File: config.mk
export PLATFORM = sky130hd
export DESIGN_NAME = slp_bool_train_unit
export DESIGN_NICKNAME = d
export VERILOG_FILES = /design/src/rtl/slp_bool_train_unit.sv
export SDC_FILE = /design/constraint.sdc
export NUM_CORES = 1
export LEC_CHECK = 0
export CAP_MARGIN = 20
export CELL_PAD_IN_SITES_DETAIL_PLACEMENT = 2
export CELL_PAD_IN_SITES_GLOBAL_PLACEMENT = 2
export CORE_ASPECT_RATIO = 0.9
export CORE_MARGIN = 3
export CORE_UTILIZATION = 40
export DETAILED_ROUTE_END_ITERATION = 16
export GPL_ROUTABILITY_DRIVEN = 1
export MAX_ROUTING_LAYER = met4
export PLACE_DENSITY_LB_ADDON = 0.1
export SETUP_SLACK_MARGIN = 0.3
export SKIP_CTS_REPAIR_TIMING = 1
export SYNTH_ARGS = -nofsm -noshare
export SYNTH_HDL_FRONTEND = slang
export SYNTH_SLANG_ARGS = --single-unit
File: constraint.sdc
create_clock -name clk -period 3.8 [get_ports clk]
set_input_delay 0.76 -clock clk [delete_from_list [all_inputs] [get_ports clk]]
set_output_delay 0.76 -clock clk [all_outputs]
set_load 0.02 [all_outputs]
File: src/rtl/slp_bool_train_unit.sv
// slp_bool_train_unit
//   Sequential weight-update engine for a boolean single-layer perceptron.
//   Holds N_IN signed weights, accepts one training sample per handshake and
//   walks the weights LANES at a time, applying a saturating +/-STEP update
//   per weight (direction = XNOR(input bit, error bit)). A one-cycle done
//   pulse marks the end of each sample. Weights are read combinationally.
//
// Optional feature macro: SLP_TRAIN_BIAS_EN
//   When defined, adds a bias weight (implicit input 1) updated in the DONE
//   cycle and exposed on bias_weight.
//
// Ports:
//   clk          in   clock, rising edge
//   reset_       in   asynchronous active-low reset
//   clr          in   clear all weights (IDLE only)
//   train_valid  in   sample present
//   train_ready  out  engine can accept a sample
//   train_in     in   [N_IN] boolean input vector
//   train_err    in   error/train bit
//   done         out  one-cycle pulse at update completion
//   busy         out  high while not IDLE
//   rd_idx       in   [IDX_W] weight read index
//   rd_weight    out  [W_PREC] weight[rd_idx], 0 when out of range
//   bias_weight  out  [W_PREC] bias weight (SLP_TRAIN_BIAS_EN only)
//
// state    | meaning
// ---------+-----------------------------------------------------------
// S_IDLE   | waiting for a sample; clr honoured here
// S_UPDATE | updating weight group grp (LANES weights per cycle)
// S_DONE   | done pulse; bias update when enabled

module slp_bool_train_unit #(
  parameter int N_IN   = 16,
  parameter int LANES  = 4,
  parameter int W_PREC = 8,
  parameter int STEP   = 1,
  parameter int IDX_W  = (N_IN > 1) ? $clog2(N_IN) : 1
) (
  input  logic              clk,
  input  logic              reset_,
  input  logic              clr,
  input  logic              train_valid,
  output logic              train_ready,
  input  logic [N_IN-1:0]   train_in,
  input  logic              train_err,
  output logic              done,
  output logic              busy,
  input  logic [IDX_W-1:0]  rd_idx,
  output logic [W_PREC-1:0] rd_weight
`ifdef SLP_TRAIN_BIAS_EN
  ,
  output logic [W_PREC-1:0] bias_weight
`endif
);

  localparam int K     = (N_IN + LANES - 1) / LANES;
  localparam int GRP_W = (K > 1) ? $clog2(K) : 1;
  localparam logic [GRP_W-1:0] GRP_LAST = GRP_W'(K - 1);

  // Update arithmetic is one bit wider than the weight so +/-STEP never wraps
  // before the clamp.
  localparam logic signed [W_PREC:0] STEP_X = (W_PREC+1)'(STEP);
  localparam logic signed [W_PREC:0] W_MAX  = (W_PREC+1)'((2 ** (W_PREC-1)) - 1);
  localparam logic signed [W_PREC:0] W_MIN  = (W_PREC+1)'(-(2 ** (W_PREC-1)));

  typedef enum logic [1:0] {
    S_IDLE,
    S_UPDATE,
    S_DONE
  } state_t;

  state_t             state, state_nxt;
  logic [GRP_W-1:0]   grp;
  logic [N_IN-1:0]    in_q;
  logic               err_q;
  logic [W_PREC-1:0]  weights [N_IN];
  logic               accept;

  function automatic logic [W_PREC-1:0] sat_step(input logic [W_PREC-1:0] w,
                                                 input logic up);
    logic signed [W_PREC:0] ext;
    logic signed [W_PREC:0] sum;
    ext = $signed({w[W_PREC-1], w});
    sum = up ? (ext + STEP_X) : (ext - STEP_X);
    if (sum > W_MAX)
      sum = W_MAX;
    else if (sum < W_MIN)
      sum = W_MIN;
    return sum[W_PREC-1:0];
  endfunction

  assign accept = train_valid && train_ready;

  always_comb begin
    state_nxt   = state;
    busy        = (state != S_IDLE);
    train_ready = (state == S_IDLE) && !clr;
    done        = (state == S_DONE);
    case (state)
      S_IDLE:   if (accept) state_nxt = S_UPDATE;
      S_UPDATE: if (grp == GRP_LAST) state_nxt = S_DONE;
      S_DONE:   state_nxt = S_IDLE;
      default:  state_nxt = S_IDLE;
    endcase
  end

  always_ff @(posedge clk or negedge reset_) begin
    if (!reset_) begin
      state <= S_IDLE;
      grp   <= '0;
      in_q  <= '0;
      err_q <= 1'b0;
    end else begin
      state <= state_nxt;
      if (state == S_IDLE && accept) begin
        in_q  <= train_in;
        err_q <= train_err;
        grp   <= '0;
      end else if (state == S_UPDATE) begin
        grp <= grp + 1'b1;
      end
    end
  end

  // Each weight belongs to group i/LANES; lanes past N_IN in the last group
  // simply have no weight mapped to them.
  always_ff @(posedge clk or negedge reset_) begin
    if (!reset_) begin
      for (int i = 0; i < N_IN; i++) weights[i] <= '0;
    end else if (state == S_IDLE && clr) begin
      for (int i = 0; i < N_IN; i++) weights[i] <= '0;
    end else if (state == S_UPDATE) begin
      for (int i = 0; i < N_IN; i++) begin
        if (grp == GRP_W'(i / LANES))
          weights[i] <= sat_step(weights[i], in_q[i] ~^ err_q);
      end
    end
  end

  // Read table padded to the full index range so out-of-range reads return 0.
  logic [W_PREC-1:0] rd_tbl [2**IDX_W];

  for (genvar g = 0; g < 2**IDX_W; g++) begin : g_rd
    if (g < N_IN) begin : g_w
      assign rd_tbl[g] = weights[g];
    end else begin : g_z
      assign rd_tbl[g] = '0;
    end
  end

  assign rd_weight = rd_tbl[rd_idx];

`ifdef SLP_TRAIN_BIAS_EN
  logic [W_PREC-1:0] bias_q;

  // Implicit input 1, so the update direction is the error bit itself.
  always_ff @(posedge clk or negedge reset_) begin
    if (!reset_)
      bias_q <= '0;
    else if (state == S_IDLE && clr)
      bias_q <= '0;
    else if (state == S_DONE)
      bias_q <= sat_step(bias_q, err_q);
  end

  assign bias_weight = bias_q;
`endif

endmodule

* Word-level counts from Yosys, hierarchy flattened
Cells that the tools add are included.
Operators by class: add/sub/neg operators 33, $lt $le $gt $ge 33, equality and inequality tests 7, muxes and demuxes 74, bitwise gates (word level) 17, reductions and logical operators 19
Operators by type and width (number):
- 2-to-1 mux 8 bit | 50
- 2-to-1 mux 128 bit | 2
- adder 8 x 2 -> 9 bit, second input constant | 16
- greater-than comparator 9 x 8 -> 1 bit, second input constant | 16
- < comparator 9 x 8 -> 1 bit, second input constant | 16
- 2-to-1 mux 9 bit | 16
- subtractor 8 x 2 -> 9 bit, second input constant | 16
- binary-select mux 8 bit (select 4 bit) | 1
- bitwise XNOR 1 bit | 16
- nonzero test 2 bit | 7
- AND reduction 2 bit | 5
- 2-to-1 mux 2 bit | 4
- equality test 2 bit, second input constant | 3
- greater-or-equal comparator 5 bit, second input constant | 1
- NOT 4 -> 5 bit | 1
- equality test 2 x 1 -> 1 bit, second input constant | 2
- logical AND 1 bit | 4
- logical NOT 2 bit | 2
- one-hot mux 2 bit (2 select lines) | 1
- adder 2 x 1 -> 2 bit, second input constant | 1
- inequality test 2 x 1 -> 1 bit, second input constant | 1
- inequality test 2 bit, second input constant | 1
- logical NOT 1 bit | 1
Word-level totals: flip-flop bits (word level) 149, word-level logic and storage cells 203

* Longest topological paths before layout
Gate-level depths: netlist of run 1.
depth in word-level cells 8, gate-level depth with buffers 14, gate-level depth less buffers 10

* Least setup slack after synthesis of run 1
OpenSTA, ideal clock, no wires.
path type reg2reg, from register err_q, to register weights (netlist bit rd_tbl[36]), setup time 96 ps, arrival time 3311 ps, data required time 3704 ps, slack 393 ps, stages on the path, launching flop included 14, clock period less this slack 3407 ps, cells stage by stage dfrtp_1 > buf_12 > xnor2_2 > clkbuf_1 > xnor2_1 > ha_1 > clkbuf_1 > nand4_1 > and2_1 > o31ai_1 > nand4_1 > o2bb2ai_1 > nor2_1 > o31ai_1
Between the ends: word-level cells in the longest chain between the ends 8
RTL lines:
- start, declared | line 75 | logic err_q;
- start signal, assigned | line 117 | err_q <= train_err;
- bitwise XNOR 1 bit (*) | line 135 | weights[i] <= sat_step(weights[i], in_q[i] ~^ err_q);
- 2-to-1 mux 9 bit (*) | line 84 | sum = up ? (ext + STEP_X) : (ext - STEP_X);
- < comparator 9 x 8 -> 1 bit | line 87 | else if (sum < W_MIN)
- 2-to-1 mux 8 bit | line 87
- 2-to-1 mux 8 bit (*) | line 85 | if (sum > W_MAX)
- 2-to-1 mux 8 bit (*) | line 134 | if (grp == GRP_W'(i / LANES))
- 2-to-1 mux 128 bit (*) | line 132 | end else if (state == S_UPDATE) begin
- 2-to-1 mux 128 bit (*) | line 130 | end else if (state == S_IDLE && clr) begin
- end signal, assigned by index | line 135
- end, declared | line 76 | logic [W_PREC-1:0] weights [N_IN];
Mark *: on every way between the ends. The rest lies on a longest branch, timed or not. The select of a mux whose other input is x is not followed. A chain may end at the register's enable or synchronous reset.

* Worst setup path in the final report of run 1
from input rd_idx[1], to output rd_weight[1]
Between the ends: word-level cells in the longest chain between the ends 4
RTL lines:
- start, declared | line 48 | input logic [IDX_W-1:0] rd_idx,
- NOT 4 -> 5 bit (implied by the code) | line 151 | assign rd_weight = rd_tbl[rd_idx];
- binary-select mux 8 bit (select 4 bit) | line 151
- 2-to-1 mux 8 bit (implied by the code) (2 in a row) | line 151
- end, declared | line 49 | output logic [W_PREC-1:0] rd_weight
No other way between the ends. The select of a mux whose other input is x is not followed.

==> results of run 1 <==
## final timing paths
path,end
min,rd_tbl[119]
max,rd_weight[1]
min reg2reg,in_q[14]
max in group asynchronous,rd_tbl[37]
min in group clk,in_q[14]
max reg2reg,rd_tbl[77]
## logic make-up after synthesis
kind of cell / Yosys count / synth area share, %
muxes: 93 / 10.69
DFF: 149 / 27.39
adders and majority gates: 88 / 7.685
buffers and inverters: 192 / 5.616
xor gates and xnor gates: 114 / 8.300
AOI/OAI and AO/OA: 413 / 19.75
and+or+nand+nor: 530 / 20.56
## routing by layer
metal  up-vias  part of all wire, %  GRT usage, %
li1       5842                    -             -
met1      6709                   47         38.73
met2       219                   47         44.33
met3        49                  4.1         4.900
met4         0                  1.7         6.322
met5         -                    0             -
## sequential cells by signal, summed over array words and instances (netlist names)
signal and count:
err_q 1, grp 2, in_q 16, rd_tbl 128, state 2
## layout make-up
class,count,area [um2]
Fill cell,3691,18070
Clock inverter,11,148.9
Timing Repair Buffer,92,869.6
Sequential cell,149,3730
Multi-Input combinational cell,1238,9163
Clock buffer,21,470.5
Inverter,64,240.2
Tap cell,455,569.3
## worst max-delay path, delay by kind of cell
kind | cells | cell delay (ps)
buffers and inverters | 4 | 1070
muxes | 2 | 840
## cells in the mapped netlist (all sizes together), types with 9 or more instances
library cell    n
nor3b           9
o211ai         24
buf            20
and4           10
nand2b         19
o21ai         112
nor3           68
xnor2          77
and2           14
mux2i          34
or4            30
a21oi         116
a31oi          22
nand4          29
nor2b          14
nor2           74
maj3           22
nand3          66
ha             66
or3            22
nor4           13
a22oi          11
a21o           10
and3           30
mux4           40
or2             9
clkbuf        108
inv            62
dfrtp         149
xor2           37
a22o           18
nand2         108
mux2           19
o31ai          14
## per-stage QoR
step / instances / hold slack [ps] / util, %
CTS: 2021 / 360.0 / 45.25
global route: 2030 / 368.5 / 45.67
detailed placement: 1989 / 521.5 / 43.39
global placement: 1989 / 513.2 / 43.39
finish: 2030 / 318.6 / 45.67
floorplan: 1579 / 464.4 / -
==> reports/qor.yml, run 1 <==
fp.dieH_um: 181.0
drv_slew: 0
n_antenna_cell: 0
dr.pass1.iters: 5
syn_avg_cell_area_um2: 8.621
row_count: 63
io_buffers: 35
async_reset_ff_share_pct: 100.0
placed_cell_area_um2: 14430
grtUsageTotal_pct: 28.34
yosysWarnings: 0
fin_setup_tns_ps: 0
synth_top_area_share_pct: 27.39
wire_per_inst_um: 24.38
synth_edf_count: 0
fin_area_um2: 15190
vias: 12820
cts_tree: "built"
finalHoldViolCount: 0
ys_types: 86
start_util_pct: 40.92
synth_ff_type: "dfrtp_1"
clk_path_buf_depth: 2
synth_nets: 1670
rsz0062_at_grt: "false"
drive_gt1_share_pct: 12.57
slew_headroom_pct: 35.15
num-nets-final: 1653
end_kind: "output pin"
grt_max_degree: 74
grt_pass1_wl_um: 80130
layout_common_cells: "148 x dfrtp_1, 113 x a21oi_1, 107 x nand2_1, 102 x o21ai_0, 73 x nor2_1"
fmax_ghz: 0.2901
crit_slowest_cell: "mux4_2"
synth-seq-cells: 149
cp_cell_sequence: "clkdlybuf4s50_1 -> buf_12 -> buf_4 -> mux4_2 -> mux4_2 -> dlymetal6s2s_1"
rrSetupSlack_ps: 410
cts_made_buffers: 17
clock_tree.root_cell: "clkbuf_16"
syn-cell-area_um2: 13610
max_stage_delay_ps: 520
startpoint: "rd_idx[1]"
hpwl_um: 36990
post-route-period-util_pct: 90.72
path_max_fanout: 9
clock_latency_ps: 470
grt_pass1_vias: 13470
layout_commonest_cell: "dfrtp_1"
pre_cts_slack_ps: 17.11
ios: 36
fin_crit_ps: 3447
cp_common_cell: "mux4_2"
reg2reg_depth: 11
netlist_instances: 1579
ant_nets: 0
critPathArrivalTime_ps: 2690
h-tree-depth: 4
place.gp.congestion: 0.9016
seq_area_frac_synth_pct: 27.39
fin_ws_ps: 352.7
die_w_um: 200.5
crit_required_ps: 3040
clock-sinks: 149
via_per_inst: 6.315
status: "complete, no violations"
route.detailed.drc: 0
worst_slew_pin_slew_ps: 970.5
clk_pin_slew_ps: 60
setup_viol: 0
areaGrowthSynthToFinish_pct: 11.60
rr_startpoint: "err_q"
holdCritPathClass: "input pin to asynchronous set/reset pin"
cp-start-kind: "input pin"
critPathKind: "input pin to output pin"
core_um2: 33260
cap_viol_max_count: 0
yosys.area.top_type: "dfrtp_1"
die-area_um2: 36280
drt_iter0_drc: 792
antenna_found_initial: 0
wl_um: 49480
grt-ovfl-total: 0
synthTopCellsByArea: "dfrtp_1 27%, mux4_2 6.6%, ha_1 6.1%"
clock_skew_ps: 9.334
Power of run 1 is not shown: default switching activity piles up to over one toggle a cycle in this logic, so the estimate is an artifact.
==> run 2: changes to the inputs <==
--- a/config.mk
+++ b/config.mk
@@ -5,7 +5,6 @@
 export SDC_FILE = /design/constraint.sdc
 export NUM_CORES = 1
 export LEC_CHECK = 0
-export CAP_MARGIN = 20
 export CELL_PAD_IN_SITES_DETAIL_PLACEMENT = 2
 export CELL_PAD_IN_SITES_GLOBAL_PLACEMENT = 2
 export CORE_ASPECT_RATIO = 0.9
==> run 2 against run 1 <==
Compared with the run above: hold slack hardly changed; register-to-register slack better by 30 ps; largest cell class unchanged; highest routed layer unchanged; critical path depth unchanged; die area is the same; global-route usage unchanged; critical endpoint unchanged; final area shrank 0.17%; routed wire length about the same; sequential share of layout area is essentially flat.
==> reports/qor.yml, run 2 (synthesis gave the netlist of run 1 again) <==
via_per_inst: 6.303
antenna_found_initial: 0
crit_required_ps: 3040
finalHoldViolCount: 0
worst_slew_pin_slew_ps: 1049
grt_pass1_vias: 13470
fin_setup_tns_ps: 0
cp-start-kind: "input pin"
route.detailed.drc: 0
layout_common_cells: "148 x dfrtp_1, 113 x a21oi_1, 107 x nand2_1, 102 x o21ai_0, 73 x nor2_1"
setup_viol: 0
clock_latency_ps: 460
io_buffers: 35
critPathKind: "input pin to output pin"
post-route-period-util_pct: 90.71
startpoint: "rd_idx[1]"
h-tree-depth: 4
rsz0062_at_grt: "false"
hold_slack_ps: 318.4
hpwl_um: 36990
areaGrowthSynthToFinish_pct: 11.41
start_util_pct: 40.92
wl_um: 49450
grt_max_degree: 74
drive_gt1_share_pct: 12.58
drv_slew: 0
path_max_fanout: 9
layout_commonest_cell: "dfrtp_1"
multiInputGateArea_um2: 9164
row_count: 63
clock-sinks: 149
grtUsageTotal_pct: 28.34
ios: 36
n_antenna_cell: 0
cts_made_buffers: 17
clock_tree.root_cell: "clkbuf_16"
drt_iter0_drc: 820
fin_crit_ps: 3447
ff_latch_area_um2: 3730
clk_pin_slew_ps: 60
status: "complete, no violations"
largest_reg_flops: 128
die-area_um2: 36280
wire_per_inst_um: 24.37
grt-ovfl-total: 0
slew_headroom_pct: 29.89
fp.dieH_um: 181.0
core_um2: 33260
clock_skew_ps: 9.651
end_kind: "output pin"
fmax_ghz: 0.2901
ant_nets: 0
rr_startpoint: "err_q"
cap_viol_max_count: 0
holdCritPathClass: "input pin to asynchronous set/reset pin"
clk_path_buf_depth: 2
dr.pass1.iters: 5
cts_tree: "built"
die_w_um: 200.5
place.gp.congestion: 0.9016
fillCellCount: 3689
vias: 12790
grt_pass1_wl_um: 80130
num-nets-final: 1652
critPathArrivalTime_ps: 2690
==> run 2: final timing paths <==
| path | cells past startpoint | endpoint | slack (ps) |
|---|---|---|---|
| setup / recovery | 6 | rd_weight[1] | 350 |
| hold / removal | 1 | rd_tbl[119] | 320 |
| setup reg to reg | 11 | rd_tbl[77] | 440 |
| hold reg to reg | 1 | in_q[14] | 530 |
| max in group asynchronous | 2 | in_q[14] | 2620 |
| min in group clk | 1 | in_q[14] | 530 |
==> run 2: routing by layer <==
layer / part of all wire (%) / vias up / GRT usage, %
li1: - / 5845 / -
met1: 47 / 6655 / 38.73
met2: 47 / 236 / 44.33
met3: 4.4 / 52 / 4.900
met4: 1.8 / 0 / 6.322
met5: 0 / - / -
==> run 2: worst max-delay path: stages <==
cell,delay [ps]
clkdlybuf4s50_1,510
buf_12,150
buf_4,170
mux4_2,320
mux4_2,520
dlymetal6s2s_1,240
==> run 2: cell type report <==
type	instances	share of cell area [%]
Timing Repair Buffer	91	5.553
Sequential cell	149	24.60
Clock buffer	21	3.102
Inverter	64	1.584
Multi-Input combinational cell	1238	60.43
Tap cell	455	3.754
Clock inverter	11	0.9819
==> run 2: metrics by stage <==
stage          setup WS (ps)  util, %  instances  instance area (um2)
4_1_cts                3.665    45.25       2021                15050
2_1_floorplan          392.9        -       1579                13610
3_3_place_gp           75.95    43.39       1989                14430
6_report               352.9    45.59       2029                15160
3_5_place_dp           17.11    43.39       1989                14430
5_1_grt                299.6    45.59       2029                15160
Power of run 2 is left out for the same reason.
==> run 3: changes to the inputs <==
--- a/config.mk
+++ b/config.mk
@@ -9,13 +9,15 @@
 export CELL_PAD_IN_SITES_GLOBAL_PLACEMENT = 2
 export CORE_ASPECT_RATIO = 0.9
 export CORE_MARGIN = 3
-export CORE_UTILIZATION = 40
+export CORE_UTILIZATION = 41
 export DETAILED_ROUTE_END_ITERATION = 16
+export DONT_BUFFER_PORTS = 1
 export GPL_ROUTABILITY_DRIVEN = 1
 export MAX_ROUTING_LAYER = met4
 export PLACE_DENSITY_LB_ADDON = 0.1
 export SETUP_SLACK_MARGIN = 0.3
 export SKIP_CTS_REPAIR_TIMING = 1
+export SLEW_MARGIN = 20
 export SYNTH_ARGS = -nofsm -noshare
 export SYNTH_HDL_FRONTEND = slang
 export SYNTH_SLANG_ARGS = --single-unit
==> run 3 against run 2 <==
Compared with the run above: the flow now finishes with violations (hold timing); critical path depth rose by 6; sequential share of layout area rose by 0.93 points; highest routed layer unchanged; setup slack improved by 110 ps; cell count fell by 4.4%; register-to-register slack improved by 30 ps.
==> reports/qor.yml, run 3 (synthesis gave the netlist of run 1 again) <==
status: "complete, but fails checks"
violations: "hold timing"
end_kind: "flip-flop"
cp-start-kind: "flip-flop"
vias: 12520
io_buffers: 0
critPathArrivalTime_ps: 3670
layout_commonest_cell: "dfrtp_1"
grt_pass1_vias: 13240
place.gp.congestion: 0.8870
setup_viol: 0
fin_setup_tns_ps: 0
drt_iter0_drc: 658
holdCritPathClass: "input pin to asynchronous set/reset pin"
worst_slew_pin_slew_ps: 815.1
critPathKind: "flip-flop to flip-flop"
cts_made_buffers: 17
cts_tree: "built"
start_util_pct: 42.08
finalHoldViolCount: 24
slew_headroom_pct: 45.27
fp.dieH_um: 178.9
rsz0062_at_grt: "true"
drive_gt1_share_pct: 11.37
ant_nets: 0
fillCellCount: 3571
drv_slew: 0
via_per_inst: 6.457
die_w_um: 198.1
hold_slack_ps: -10.30
die-area_um2: 35420
fmax_ghz: 0.2999
wire_per_inst_um: 24.27
wl_um: 47050
clk_path_buf_depth: 2
cap_viol_max_count: 0
row_count: 62
clk_pin_slew_ps: 70
route.detailed.drc: 0
clock-sinks: 149
grt_pass1_wl_um: 75760
num-nets-final: 1599
grt_max_degree: 150
crit_required_ps: 4140
areaGrowthSynthToFinish_pct: 7.336
largest_reg_flops: 128
ff_latch_area_um2: 3730
post-route-period-util_pct: 87.75
dr.pass1.iters: 7
antenna_found_initial: 2
grt-ovfl-total: 0
hpwl_um: 33110
final_cells: 1939
path_max_fanout: 16
ios: 36
multiInputGateArea_um2: 9178
fin_crit_ps: 3334
grtUsageTotal_pct: 27.85
core_um2: 32350
clock_tree.root_cell: "clkbuf_16"
clock_skew_ps: 18.47
h-tree-depth: 4
dp.cells: 1895
layout_common_cells: "148 x dfrtp_1, 112 x a21oi_1, 107 x nand2_1, 102 x o21ai_0, 73 x nor2_1"
clock_latency_ps: 470
[run 3: changes by cell type in the layout (fill, tap and decap cells not counted), moves of 3 or more]
cell             before  now
clkinvlp_4            3    0
xnor2_2               5    2
buf_12                5    2
clkdlybuf4s50_1      25    0
buf_4                51   36
dlymetal6s2s_1        7    0
[run 3: stage by stage]
step / instance area, um2 / util, % / hold slack [ps] / setup slack, ps
after floorplan: 13610 / - / 464.4 / 392.9
after global placement: 13830 / 42.77 / 470.3 / 569.4
after detailed placement: 13830 / 42.77 / 470.2 / 430.8
after CTS: 14460 / 44.70 / -29.66 / 364.9
after global routing: 14610 / 45.17 / -30.58 / 226.4
final: 14610 / 45.17 / -10.30 / 465.5
[run 3: routing by layer]
metal	vias to the layer above	wire [um]	track usage, %
met5	-	0	-
met4	0	881	7.459
met3	56	1834	5.186
met2	197	22770	45.40
met1	6540	21560	35.89
li1	5728	-	-
[run 3: layout make-up]
cell class / instances / share of cell area (%)
antenna: 2 / 0.03426
clock buffer: 23 / 3.271
clock inverter: 9 / 1.019
inverter: 64 / 1.644
multi-input combinational: 1238 / 62.82
sequential: 149 / 25.53
tap: 416 / 3.563
timing repair buffer: 38 / 2.124
[run 3: worst paths after layout]
path	start	to	slack (ps)	depth (start not counted)
min in group clk	train_in[1]	in_q[1]	440	1
min reg2reg	rd_tbl[14]	rd_tbl[14]	520	2
max in group asynchronous	reset_	rd_tbl[0]	3600	0
max reg2reg	err_q	rd_tbl[21]	470	12
min	reset_	rd_tbl[127]	-10	0
max	err_q	rd_tbl[21]	470	12
[run 3: worst max-delay path, cell delays in order, from the launching register on]
cell and delay, ps:
dfrtp_2 430, buf_12 210, buf_12 160, xnor2_2 350
xnor2_1 160, ha_1 280, or4_1 440, a21oi_1 170
o221ai_1 150, o21ai_2 180, nor3_1 110, a31o_2 280
a221o_1 290
Power of run 3 is left out for the same reason.
